### src/rtl/multicycle_control_unit.sv
// rtl/multicycle_control_unit.sv - multicycle MIPS control FSM with memory-ready handshake
module multicycle_control_unit #(
    parameter int                OP_W     = 6,
    parameter int                ALUOP_W  = 2,
    parameter int                CNT_W    = 32,
    parameter int                EN_ADDI  = 1,
    parameter int                EN_JUMP  = 1,
    parameter logic [OP_W-1:0]   OP_RTYPE = 6'b000000,
    parameter logic [OP_W-1:0]   OP_LW    = 6'b100011,
    parameter logic [OP_W-1:0]   OP_SW    = 6'b101011,
    parameter logic [OP_W-1:0]   OP_BEQ   = 6'b000100,
    parameter logic [OP_W-1:0]   OP_ADDI  = 6'b001000,
    parameter logic [OP_W-1:0]   OP_J     = 6'b000010
) (
    input  logic               clk,
    input  logic               rst,
    input  logic [OP_W-1:0]    opCode,
    input  logic               mem_ready,
    output logic               IorD,
    output logic               IRWrite,
    output logic               PCWrite,
    output logic               Branch,
    output logic               MemRead,
    output logic               MemWrite,
    output logic               ALUSrcA,
    output logic               RegDst,
    output logic               MemtoReg,
    output logic               RegWrite,
    output logic [1:0]         ALUSrcB,
    output logic [1:0]         PCSrc,
    output logic [ALUOP_W-1:0] ALUOp,
    output logic               instr_done,
    output logic               illegal_op,
    output logic [CNT_W-1:0]   retired,
    output logic [3:0]         state
);

    typedef enum logic [3:0] {
        S_IDLE   = 4'd0,
        S_FETCH  = 4'd1,
        S_DECODE = 4'd2,
        S_MEMADR = 4'd3,
        S_MEMRD  = 4'd4,
        S_MEMWB  = 4'd5,
        S_MEMWR  = 4'd6,
        S_EXEC   = 4'd7,
        S_ALUWB  = 4'd8,
        S_BRANCH = 4'd9,
        S_ADDIEX = 4'd10,
        S_ADDIWB = 4'd11,
        S_JUMP   = 4'd12
    } state_t;

    state_t            r_state;
    state_t            w_next;
    logic [OP_W-1:0]   r_op_q;
    logic [CNT_W-1:0]  r_retired;
    logic [1:0]        w_aluop;

    always_ff @(posedge clk or posedge rst) begin
        if (rst) begin
            r_state   <= S_IDLE;
            r_op_q    <= '0;
            r_retired <= '0;
        end else begin
            r_state <= w_next;
            if (r_state == S_DECODE) begin
                r_op_q <= opCode;
            end
            if (instr_done) begin
                r_retired <= r_retired + CNT_W'(1);
            end
        end
    end

    always_comb begin
        w_next     = r_state;
        IorD       = 1'b0;
        IRWrite    = 1'b0;
        PCWrite    = 1'b0;
        Branch     = 1'b0;
        MemRead    = 1'b0;
        MemWrite   = 1'b0;
        ALUSrcA    = 1'b0;
        RegDst     = 1'b0;
        MemtoReg   = 1'b0;
        RegWrite   = 1'b0;
        ALUSrcB    = 2'b00;
        PCSrc      = 2'b00;
        w_aluop    = 2'b00;
        instr_done = 1'b0;
        illegal_op = 1'b0;
        case (r_state)
            S_IDLE: w_next = S_FETCH;
            S_FETCH: begin
                MemRead = 1'b1;
                ALUSrcB = 2'b01;
                IRWrite = mem_ready;
                PCWrite = mem_ready;
                w_next  = mem_ready ? S_DECODE : S_FETCH;
            end
            S_DECODE: begin
                ALUSrcB = 2'b11;
                // Decode from the live opcode; op_q only captures it on this edge
                if (opCode == OP_LW || opCode == OP_SW) begin
                    w_next = S_MEMADR;
                end else if (opCode == OP_RTYPE) begin
                    w_next = S_EXEC;
                end else if (opCode == OP_BEQ) begin
                    w_next = S_BRANCH;
                end else if (EN_ADDI != 0 && opCode == OP_ADDI) begin
                    w_next = S_ADDIEX;
                end else if (EN_JUMP != 0 && opCode == OP_J) begin
                    w_next = S_JUMP;
                end else begin
                    w_next     = S_FETCH;
                    illegal_op = 1'b1;
                end
            end
            S_MEMADR: begin
                ALUSrcA = 1'b1;
                ALUSrcB = 2'b10;
                w_next  = (r_op_q == OP_LW) ? S_MEMRD : S_MEMWR;
            end
            S_MEMRD: begin
                IorD    = 1'b1;
                MemRead = 1'b1;
                w_next  = mem_ready ? S_MEMWB : S_MEMRD;
            end
            S_MEMWB: begin
                MemtoReg   = 1'b1;
                RegWrite   = 1'b1;
                instr_done = 1'b1;
                w_next     = S_FETCH;
            end
            S_MEMWR: begin
                IorD       = 1'b1;
                MemWrite   = 1'b1;
                instr_done = mem_ready;
                w_next     = mem_ready ? S_FETCH : S_MEMWR;
            end
            S_EXEC: begin
                ALUSrcA = 1'b1;
                w_aluop = 2'b10;
                w_next  = S_ALUWB;
            end
            S_ALUWB: begin
                RegDst     = 1'b1;
                RegWrite   = 1'b1;
                instr_done = 1'b1;
                w_next     = S_FETCH;
            end
            S_BRANCH: begin
                ALUSrcA    = 1'b1;
                w_aluop    = 2'b01;
                Branch     = 1'b1;
                PCSrc      = 2'b01;
                instr_done = 1'b1;
                w_next     = S_FETCH;
            end
            S_ADDIEX: begin
                ALUSrcA = 1'b1;
                ALUSrcB = 2'b10;
                w_next  = S_ADDIWB;
            end
            S_ADDIWB: begin
                RegWrite   = 1'b1;
                instr_done = 1'b1;
                w_next     = S_FETCH;
            end
            S_JUMP: begin
                PCSrc      = 2'b10;
                PCWrite    = 1'b1;
                instr_done = 1'b1;
                w_next     = S_FETCH;
            end
            default: w_next = S_IDLE;
        endcase
        ALUOp      = '0;
        ALUOp[1:0] = w_aluop;
    end

    assign retired = r_retired;
    assign state   = r_state;

endmodule
### config.mk
export PLATFORM = sky130hd
export DESIGN_NAME = multicycle_control_unit
export DESIGN_NICKNAME = d
export VERILOG_FILES = /design/src/rtl/multicycle_control_unit.sv
export SDC_FILE = /design/constraint.sdc
export NUM_CORES = 1
export LEC_CHECK = 0
export BUFFER_PORTS_ARGS = -buffer_cell sky130_fd_sc_hd__buf_2
export CORE_ASPECT_RATIO = 0.75
export CORE_MARGIN = 10
export CORE_UTILIZATION = 50
export CTS_BUF_LIST = sky130_fd_sc_hd__clkbuf_8
export CTS_CLUSTER_DIAMETER = 150
export DETAILED_ROUTE_END_ITERATION = 7
export MAX_ROUTING_LAYER = met4
export PLACE_DENSITY = 0.77
export SYNTH_ARGS = -nofsm -noshare
export SYNTH_HDL_FRONTEND = slang
export SYNTH_SLANG_ARGS = --single-unit
### constraint.sdc
create_clock -name clk -period 1.95 [get_ports clk]
set_input_delay 0.195 -clock clk [delete_from_list [all_inputs] [get_ports clk]]
set_output_delay 0.195 -clock clk [all_outputs]
set_load 0.02 [all_outputs]
Word level (Yosys, flattened, before mapping)

Cells that the tools add are included.

Add/sub/neg operators: 1
Equality and inequality tests: 18
Mux-type cells: 30
Reduce and logical (&&, ||, !) cells: 10

Operator list:

| kind                  | number |
|---|---|
| $add 32x1->32 const B | 1 |
| $pmux 4 s8            | 1 |
| $eq 4x4->1 const B    | 5 |
| $mux 4                | 5 |
| $eq 6x6->1 const B    | 3 |
| $eq 4x3->1 const B    | 4 |
| $mux 1                | 16 |
| $eq 4x2->1 const B    | 2 |
| $pmux 2 s2            | 2 |
| $eq 6x2->1 const B    | 1 |
| $eq 6x3->1 const B    | 1 |
| $eq 6x4->1 const B    | 1 |
| $logic_not 6->1       | 1 |
| $pmux 2 s3            | 1 |
| $reduce_or 2->1       | 3 |
| $reduce_or 6->1       | 1 |
| $reduce_or 5->1       | 1 |
| $eq 4x1->1 const B    | 1 |
| $logic_not 4->1       | 1 |
| $mux 2                | 2 |
| $pmux 1 s2            | 2 |
| $reduce_or 4->1       | 1 |
| $mux 3                | 1 |
| $reduce_or 3->1       | 1 |
| $logic_or 1x1->1      | 1 |

Register bits after elaboration: 42
Input bits: 9
Output and inout port bits: 54
Logic and storage cells: 62

Logic depth before layout (Yosys ltp)

Gate-level depths: netlist of run 1.

Depth in word-level cells: 7
Depth in mapped cells: 7
Gate-level depth less buffers: 5

Least setup slack after synthesis of run 1

No wires, ideal clock.

Kind: flip-flop to flip-flop
From: register r_state[0] (netlist: state[0])
To: register r_retired[26] (netlist: retired[26])
Setup time: 0.080 ns
Data arrival time: 1.831 ns
Slack: 0.039 ns
Stages on the path, launching flop included: 8
Path buffers: 2
Period minus slack after synthesis: 1.911 ns
Cell sequence: dfrtp_1 -> buf_6 -> and4bb_4 -> a221oi_2 -> a21bo_1 -> buf_6 -> nor4_4 -> xor2_1

Word-level cells in the longest chain between the ends: 3

Ends and longest elaborated chain:

| what                                            | line | RTL |
|---|---|---|
| start: declaration                              | 54   | `state_t r_state;` |
| start signal: assignment                        | 66   | `r_state <= w_next;` |
| $eq 4x4->1 / $eq 4x3->1 (equally long branches) | 93   | `case (r_state)` |
| $reduce_or 5->1 (no source line)                | n/a  |  |
| $pmux 1 s2 (*)                                  | 93   |  |
| end signal: assignment                          | 71   | `r_retired <= r_retired + CNT_W'(1);` |
| end: declaration                                | 57   | `logic [CNT_W-1:0] r_retired;` |

Mark *: on every way between the ends. The rest lies on a longest branch, timed or not.
A chain may end at the register's enable or synchronous reset.

Worst setup path after layout of run 1

From: register r_state[3] (netlist: state[3])
To: output port instr_done

Word-level cells in the longest chain between the ends: 3

Ends and longest elaborated chain:

| what                                            | line | RTL |
|---|---|---|
| $eq 4x4->1 / $eq 4x3->1 (equally long branches) | 93   |  |
| $reduce_or 5->1 (no source line)                | n/a  |  |
| $pmux 1 s2 (*)                                  | 93   |  |
| end: declaration                                | 32   | `output logic instr_done,` |

Marks and branches as above.

==> results of run 1 <==
## per-layer routing
layer  GRT usage (%)  up-vias
li1                -      934
met1            19.2      953
met2            24.3       64
met3            4.42        6
met4            5.00        0
met5               -        -
## what timing repair did
action	CTS	global route
endpoints found under the setup margin	1	4
pin swaps	0	1
buffers inserted	0	1
resized for setup	1	5
## area by class of cell
| class | count | area, um2 |
|---|---|---|
| inverter | 5 | 18.8 |
| clock inverter | 3 | 41.3 |
| tap | 55 | 68.8 |
| sequential | 42 | 1050 |
| timing repair buffer | 79 | 473 |
| fill | 331 | 1340 |
| multi-input combinational | 161 | 1120 |
| clock buffer | 5 | 68.8 |
## report_power, final
part / internal (W) / leakage, nW / switching [W] / total (W)
combinational: 0.000565 / 0.852 / 0.000806 / 0.00137
sequential: 0.00102 / 0.561 / 0.000149 / 0.00117
clock: 0.000377 / 0.0556 / 0.000309 / 0.000686
## state kept, by name, indices dropped and copies added, names as in the netlist
register,count
state,4
retired,32
r_op_q,6
## worst paths after layout
| kind | startpoint | end | slack [ns] | cells after the start |
|---|---|---|---|---|
| worst max-delay path | state[3]$_DFF_PP0_ | instr_done | 0.11 | 5 |
| worst min-delay path | rst | r_op_q[2]$_DFFE_PP0P_ | 0.008 | 3 |
| worst max register to register | state[2]$_DFF_PP0_ | retired[28]$_DFFE_PP0P_ | 0.14 | 5 |
| worst min register to register | retired[31]$_DFFE_PP0P_ | retired[31]$_DFFE_PP0P_ | 0.46 | 1 |
| max in group asynchronous | rst | retired[27]$_DFFE_PP0P_ | 1.58 | 3 |
| min in group clk | opCode[4] | r_op_q[4]$_DFFE_PP0P_ | 0.18 | 2 |
## layout by cell type (no fill, tap or decap), types with 2 or more instances in the layout
cell and instances:
xnor2_1 21, inv_1 6, nor3_1 9, buf_4 14
buf_2 61, nand2b_1 2, xor2_1 12, nor2_1 15
nand4_1 14, a21oi_1 4, nor4_1 3, nand3_1 6
and2_1 3, and4_1 5, clkbuf_8 5, nor3b_1 2
mux2_2 7, dfrtp_1 42, buf_6 2, nand2_1 15
buf_12 2, o22ai_1 2, o21ai_0 8, and3_1 9
## through the flow
stage	cell area [um2]	cells	util, %	setup slack, ns	power, W
2_1_floorplan	2230	217	-	0.0390	0.00202
3_3_place_gp	2700	341	64.7	0.208	0.00247
3_5_place_dp	2700	341	64.7	0.144	0.00251
4_1_cts	2820	349	67.4	0.0648	0.00321
5_1_grt	2840	350	68.1	0.00773	0.00342
6_report	2840	350	68.1	0.114	0.00322
## logic make-up (layout without fill, tap and decap cells)
group / Yosys count / count (layout) / share of synthesized area (%)
compound gates: 24 / 24 / 7.23
xor+xnor: 33 / 33 / 12.9
fa+ha+maj: 1 / 1 / 0.560
buf+inv: 14 / 92 / 3.31
flops: 42 / 42 / 47.1
mux: 7 / 7 / 3.53
simple gates: 96 / 96 / 25.4
## worst max-delay path, cell delays in order, from the launching register on
cell,delay [ns]
dfrtp_1,0.41
and4bb_4,0.27
a221oi_4,0.23
buf_4,0.17
nand2_2,0.11
buf_6,0.16
==> impl_metrics.ini, run 1 <==
[outcome]
status = finished clean

[placement]
place_congestion = 0.819
place_hpwl_mm = 4.30
port-buffer-count = 62

[grt]
gr-total-overflow = 0
grt_usage_pct = 15.6
grt_pass1_wl_mm = 9.67
antenna_found_initial = 0
grt_max_degree = 43
first_global_vias = 1917

[clocking]
clkLatencyLatePin_ns = 0.30
htreeDepth = 2
cts_buffer_depth = 2
cts_tree = yes
cts-hold-fix-buffers = 0
clock-sinks = 42
cts_root_buf = clkbuf_8
numCtsBuffers = 5
path_clk_slew_ns = 0.08

[worst_setup_path]
start_kind = register
crit_path_end_kind = output port
cp.arrival_ns = 1.64
path_max_fanout = 5
critPathKind = register to output port
cp.required_ns = 1.75

[synthesis]
synth_common_cells = dfrtp_1 (42), xnor2_1 (21), nand2_1 (16)
synth.most_common_cell = dfrtp_1
syn_nets = 227
netlist_area_mm2 = 0.00223
synth_enable_flop_cells = 0
ys_warn_count = 0
syn_avg_cell_area_um2 = 10.3
synth_seq_cells = 42
yosysTopAreaCell = dfrtp_1
yosysSeqAreaShare_pct = 47.1
syn_inst = 217
synth_flop_cell = dfrtp_1
synth.lib_cells_used.distinct = 46
netlist.area_leader.share_pct = 47.1
synth.top_cells.by_area = dfrtp_1 (47%), xnor2_1 (8.2%), xor2_1 (4.7%)
synthArstFlopShare_pct = 100

[finish]
diodes = 0
drive_gt1_share_pct = 34.6
nets = 304
area_delta_synth_final_pct = 27.3

[pwr]
power_per_cell_area_mw_per_mm2 = 1130
power_leakage_nw = 1.47
ir_drop_uv = 709

[timing]
setup_violations = 0
period_share_pct = 94.1
worst_pin_slew_ns = 0.517
fin_setup_tns_ns = 0
fmax_ghz = 0.545
fin_skew_ns = 0.00884
slew_headroom_pct = 65.5
rsz0062_at_grt = no
finalWorstPathRequiredPeriod_ns = 1.84
timing.hold.ws_ns = 0.00807
report.final.hold_viol_count = 0
slew_violations = 0

[die]
die-area_mm2 = 0.00757
coreArea_mm2 = 0.00418
die_width_um = 97.2
initial_utilization_pct = 53.4
rows = 20
io_pins = 63
die_h_um = 77.9

[run]
cap_viol_max_count = 0

[route]
vias_per_cell = 5.59
routed.top_layer = met4
drc = 0
wl_met3_um = 353
wl_per_cell_um = 16.7
num_vias = 1957
route.met2.wl_mm = 2.80
drt_iter0_markers = 121
antenna_left = 0
drt_pass1_iterations = 4
routed_wl_mm = 5.85
wl_met1_mm = 2.64

[min_path]
hp-class = input port to asynchronous set/reset pin
Note: power is estimated with default switching activity, not from simulation.
==> inputs of run 2 (changes only) <==
--- a/config.mk
+++ b/config.mk
@@ -14,6 +14,7 @@
 export DETAILED_ROUTE_END_ITERATION = 7
 export MAX_ROUTING_LAYER = met4
 export PLACE_DENSITY = 0.77
+export REMOVE_ABC_BUFFERS = 1
 export SYNTH_ARGS = -nofsm -noshare
 export SYNTH_HDL_FRONTEND = slang
 export SYNTH_SLANG_ARGS = --single-unit
==> impl_metrics.ini, run 2 (synthesized netlist as in run 1, its figures left out) <==
[worst_setup_path]
critPathKind = register to output port
cp.required_ns = 1.75
crit_path_end_kind = output port
start_kind = register
cp.arrival_ns = 1.66
path_max_fanout = 6

[finish]
diodes = 0
nets = 301
seq_area_mm2 = 0.00105
final_util_pct = 66.8
largest_reg_flops = 32
area_delta_synth_final_pct = 25.0
multiInputGateArea_mm2 = 0.00113
final_common_cell = buf_2
fillers = 333
most-common-layout-cells = buf_2 (62), dfrtp_1 (41), xnor2_1 (21), nand2_1 (15)
drive_gt1_share_pct = 34.2

[route]
wl_met1_mm = 2.57
drt_iter0_markers = 108
antenna_left = 0
vias_per_cell = 5.52
drt_pass1_iterations = 4
route.met2.wl_mm = 2.57
routed.top_layer = met4
drc = 0
routed_wl_mm = 5.53
wl_met3_um = 360
wl_per_cell_um = 15.9
num_vias = 1916

[timing]
period_share_pct = 95.1
fin_setup_tns_ns = 0
fin_skew_ns = 0.00630
setup_violations = 0
finalWorstPathRequiredPeriod_ns = 1.85
rsz0062_at_grt = no
worst_pin_slew_ns = 0.518
slew_violations = 0
report.final.hold_viol_count = 0
fmax_ghz = 0.539
slew_headroom_pct = 65.5
layout_setup_ws_ns = 0.0958

[die]
initial_utilization_pct = 53.4
coreArea_mm2 = 0.00418
io_pins = 63
die-area_mm2 = 0.00757
die_width_um = 97.2
die_h_um = 77.9
rows = 20

[clocking]
htreeDepth = 2
cts_buffer_depth = 2
cts_root_buf = clkbuf_8
path_clk_slew_ns = 0.07
clock-sinks = 42
numCtsBuffers = 5
clkLatencyLatePin_ns = 0.29
post_cts_buffers = 0
cts_tree = yes

[pwr]
power_switching_w = 0.00122
power_per_cell_area_mw_per_mm2 = 1130
power_leakage_nw = 1.45
p_int_w = 0.00193
p_comb_share_pct = 41.9
seqPwrFrac_pct = 37.1
switching_share_pct = 38.7
fin_total_pwr_w = 0.00314
power_frac_clock_pct = 20.9
ir_drop_uv = 680

[min_path]
hp-class = input port to asynchronous set/reset pin

[placement]
dp_slack_ns = 0.0243
place_hpwl_mm = 4.15
port-buffer-count = 62
place_congestion = 0.829

[grt]
grt_max_degree = 43
antenna_found_initial = 0
grt_pass1_wl_mm = 8.99
gr-total-overflow = 0
grt_usage_pct = 14.4
first_global_vias = 1891

[outcome]
status = finished clean

[run]
cap_viol_max_count = 0
-- run 2: layout make-up --
| type | count | area share (%) |
|---|---|---|
| Clock inverter | 3 | 1.34 |
| Multi-Input combinational cell | 161 | 40.5 |
| Clock buffer | 5 | 2.46 |
| Inverter | 5 | 0.672 |
| Tap cell | 55 | 2.46 |
| Timing Repair Buffer | 76 | 14.9 |
| Sequential cell | 42 | 37.7 |
-- run 2: path summary, 6_finish.rpt --
path / start / to / slack (ns) / cells after the start
setup / recovery: state[3]$_DFF_PP0_ / instr_done / 0.1 / 4
hold / removal: rst / r_op_q[3]$_DFFE_PP0P_ / 0.02 / 3
setup reg to reg: state[3]$_DFF_PP0_ / retired[22]$_DFFE_PP0P_ / 0.12 / 5
hold reg to reg: retired[31]$_DFFE_PP0P_ / retired[31]$_DFFE_PP0P_ / 0.47 / 1
max in group asynchronous: rst / state[3]$_DFF_PP0_ / 1.55 / 3
min in group clk: opCode[4] / r_op_q[4]$_DFFE_PP0P_ / 0.20 / 2
-- run 2: metal layers --
metal	track usage, %	vias up
li1	-	936
met1	17.3	918
met2	22.6	58
met3	4.69	4
met4	4.26	0
met5	-	-
-- run 2: power groups by stage --
stage          clock (W)  sequential, W  combinational (W)
2_1_floorplan          0        0.00131           0.000654
3_3_place_gp           0        0.00116            0.00128
3_5_place_dp           0        0.00118            0.00130
4_1_cts         0.000668        0.00116            0.00130
5_1_grt         0.000703        0.00119            0.00142
6_report        0.000658        0.00117            0.00132
-- run 2: per-stage QoR --
stage | hold slack [ns] | cell area (um2) | cells
floorplan | 0.347 | 2180 | 208
global placement | 0.350 | 2660 | 339
detailed placement | 0.351 | 2660 | 339
CTS | 0.0355 | 2770 | 347
global route | 0.0759 | 2790 | 347
finish | 0.0232 | 2790 | 347
-- run 2: repair_timing --
action	in CTS	in global routing
hold buffers	0	0
gates cloned	0	0
gates resized for setup	0	6
endpoints found under the setup margin	4	19
-- run 2: worst max-delay path, stage by stage, from the launching register on --
cell      delay (ns)
dfrtp_2         0.44
nor2b_1         0.18
a221oi_4        0.38
nand2_2         0.17
buf_2           0.19
==> inputs of run 3 (changes only) <==
==> constraint.sdc (replaced) <==
create_clock -name clk -period 1.95 [get_ports clk]
set_input_delay 0.0975 -clock clk [delete_from_list [all_inputs] [get_ports clk]]
set_output_delay 0.0975 -clock clk [all_outputs]
set_load 0.02 [all_outputs]
==> impl_metrics.ini, run 3 (synthesized netlist as in run 1, its figures left out) <==
[outcome]
status = finished clean

[finish]
area_delta_synth_final_pct = 24.6
multiInputGateArea_mm2 = 0.00111
final_common_cell = buf_2
final_util_pct = 66.6
fin_area_mm2 = 0.00278
nets = 302
fillers = 339
fin_cells = 348
seq_area_mm2 = 0.00105
drive_gt1_share_pct = 33.8
diodes = 0
largest_reg_flops = 32
most-common-layout-cells = buf_2 (62), dfrtp_1 (42), xnor2_1 (21), nand2_1 (15)

[clocking]
numCtsBuffers = 5
cts_root_buf = clkbuf_8
clock-sinks = 42
clkLatencyLatePin_ns = 0.29
path_clk_slew_ns = 0.08
cts_tree = yes
cts_buffer_depth = 2
htreeDepth = 2

[worst_setup_path]
rrSetupSlack_ns = 0.06
reg2regPathDepth = 5
crit_start = state[3]$_DFF_PP0_
cp-endpoint = retired[22]$_DFFE_PP0P_
r2r_start = state[3]$_DFF_PP0_
critPathKind = register to register
cp.required_ns = 2.13
crit_path_end_kind = register
start_kind = register
path_max_fanout = 13
cp.arrival_ns = 2.07
rr_endpoint = retired[22]$_DFFE_PP0P_

[timing]
timing.hold.ws_ns = 0.0986
fmax_ghz = 0.529
report.final.hold_viol_count = 0
period_share_pct = 96.9
fin_skew_ns = 0.00593
slew_violations = 0
finalWorstPathRequiredPeriod_ns = 1.89
setup_violations = 0
fin_setup_tns_ns = 0
slew_headroom_pct = 65.4
worst_pin_slew_ns = 0.518
rsz0062_at_grt = yes

[route]
num_vias = 1905
vias_per_cell = 5.47
routed_wl_mm = 5.50
drt_iter0_markers = 116
wl_per_cell_um = 15.8
drt_pass1_iterations = 4
drc = 0
antenna_left = 0

[grt]
grt_pass1_wl_mm = 8.99
grt_usage_pct = 14.4
grt_max_degree = 43
first_global_vias = 1891
antenna_found_initial = 0
gr-total-overflow = 0

[placement]
port-buffer-count = 62
dp.cells = 339
place_area_mm2 = 0.00266
place_hpwl_mm = 4.15
place_congestion = 0.829

[run]
cap_viol_max_count = 0

[pwr]
power_leakage_nw = 1.45
ir_drop_uv = 679
power_per_cell_area_mw_per_mm2 = 1120

[die]
die_h_um = 77.9
die-area_mm2 = 0.00757
initial_utilization_pct = 53.4
io_pins = 63
coreArea_mm2 = 0.00418
die_width_um = 97.2
rows = 20

[min_path]
hp-class = input port to register
run 3: cell types whose count changed in the layout (fill, tap and decap cells not counted):
cell,delta
a21bo_4,-1
dlygate4sd3_1,+1
dfrtp_2,-1
dfrtp_1,+1
a221oi_4,-1
a221oi_2,+1
a21bo_2,+1
run 3: how the worst min path moves through the flow:
stage,startpoint,to,slack (ns),cells after the start
floorplan,opCode[0],r_op_q[0]$_DFFE_PP0P_,0.25,1
global placement,rst,r_op_q[5]$_DFFE_PP0P_,0.25,3
detailed placement,rst,retired[5]$_DFFE_PP0P_,0.25,3
CTS,opCode[4],r_op_q[4]$_DFFE_PP0P_,0.09,2
global route,opCode[4],r_op_q[4]$_DFFE_PP0P_,0.09,2
finish,opCode[4],r_op_q[4]$_DFFE_PP0P_,0.1,2
run 3: through the flow:
step / setup WS, ns / total power, W
5_1_grt: -0.0485 / 0.00330
3_5_place_dp: 0.0243 / 0.00247
6_report: 0.0608 / 0.00312
2_1_floorplan: -0.179 / 0.00197
3_3_place_gp: 0.0787 / 0.00244
4_1_cts: 0.0571 / 0.00314
run 3: area by class of cell:
cell class                      count  area share, %
Clock inverter                      3           1.35
Tap cell                           55           2.47
Inverter                            5          0.674
Timing Repair Buffer               77           15.3
Multi-Input combinational cell    161           40.0
Clock buffer                        5           2.47
Sequential cell                    42           37.8
run 3: layer usage:
layer,wire length (um),GRT usage [%],up-vias
met1,2610,17.3,915
met5,0,-,-
met2,2540,22.6,53
li1,-,-,933
met3,320,4.69,4
met4,29,4.26,0
run 3: power breakdown:
part / internal [W] / total (W) / switching (W)
clock network: 0.000373 / 0.000661 / 0.000288
logic: 0.000522 / 0.00130 / 0.000774
registers: 0.00102 / 0.00116 / 0.000145
run 3: repair_timing:
action	in CTS	in global routing
hold endpoints to repair	42	0
setup endpoints to repair	3	9
gates cloned	0	0
buffers inserted	0	0
hold buffers	1	0
gates resized for setup	1	2
run 3: critical path, stage by stage (launching register included):
cell and delay, ns:
dfrtp_1 0.44, and4bb_4 0.37, a221oi_2 0.09, a21bo_2 0.34, or3_1 0.39, xnor2_1 0.14
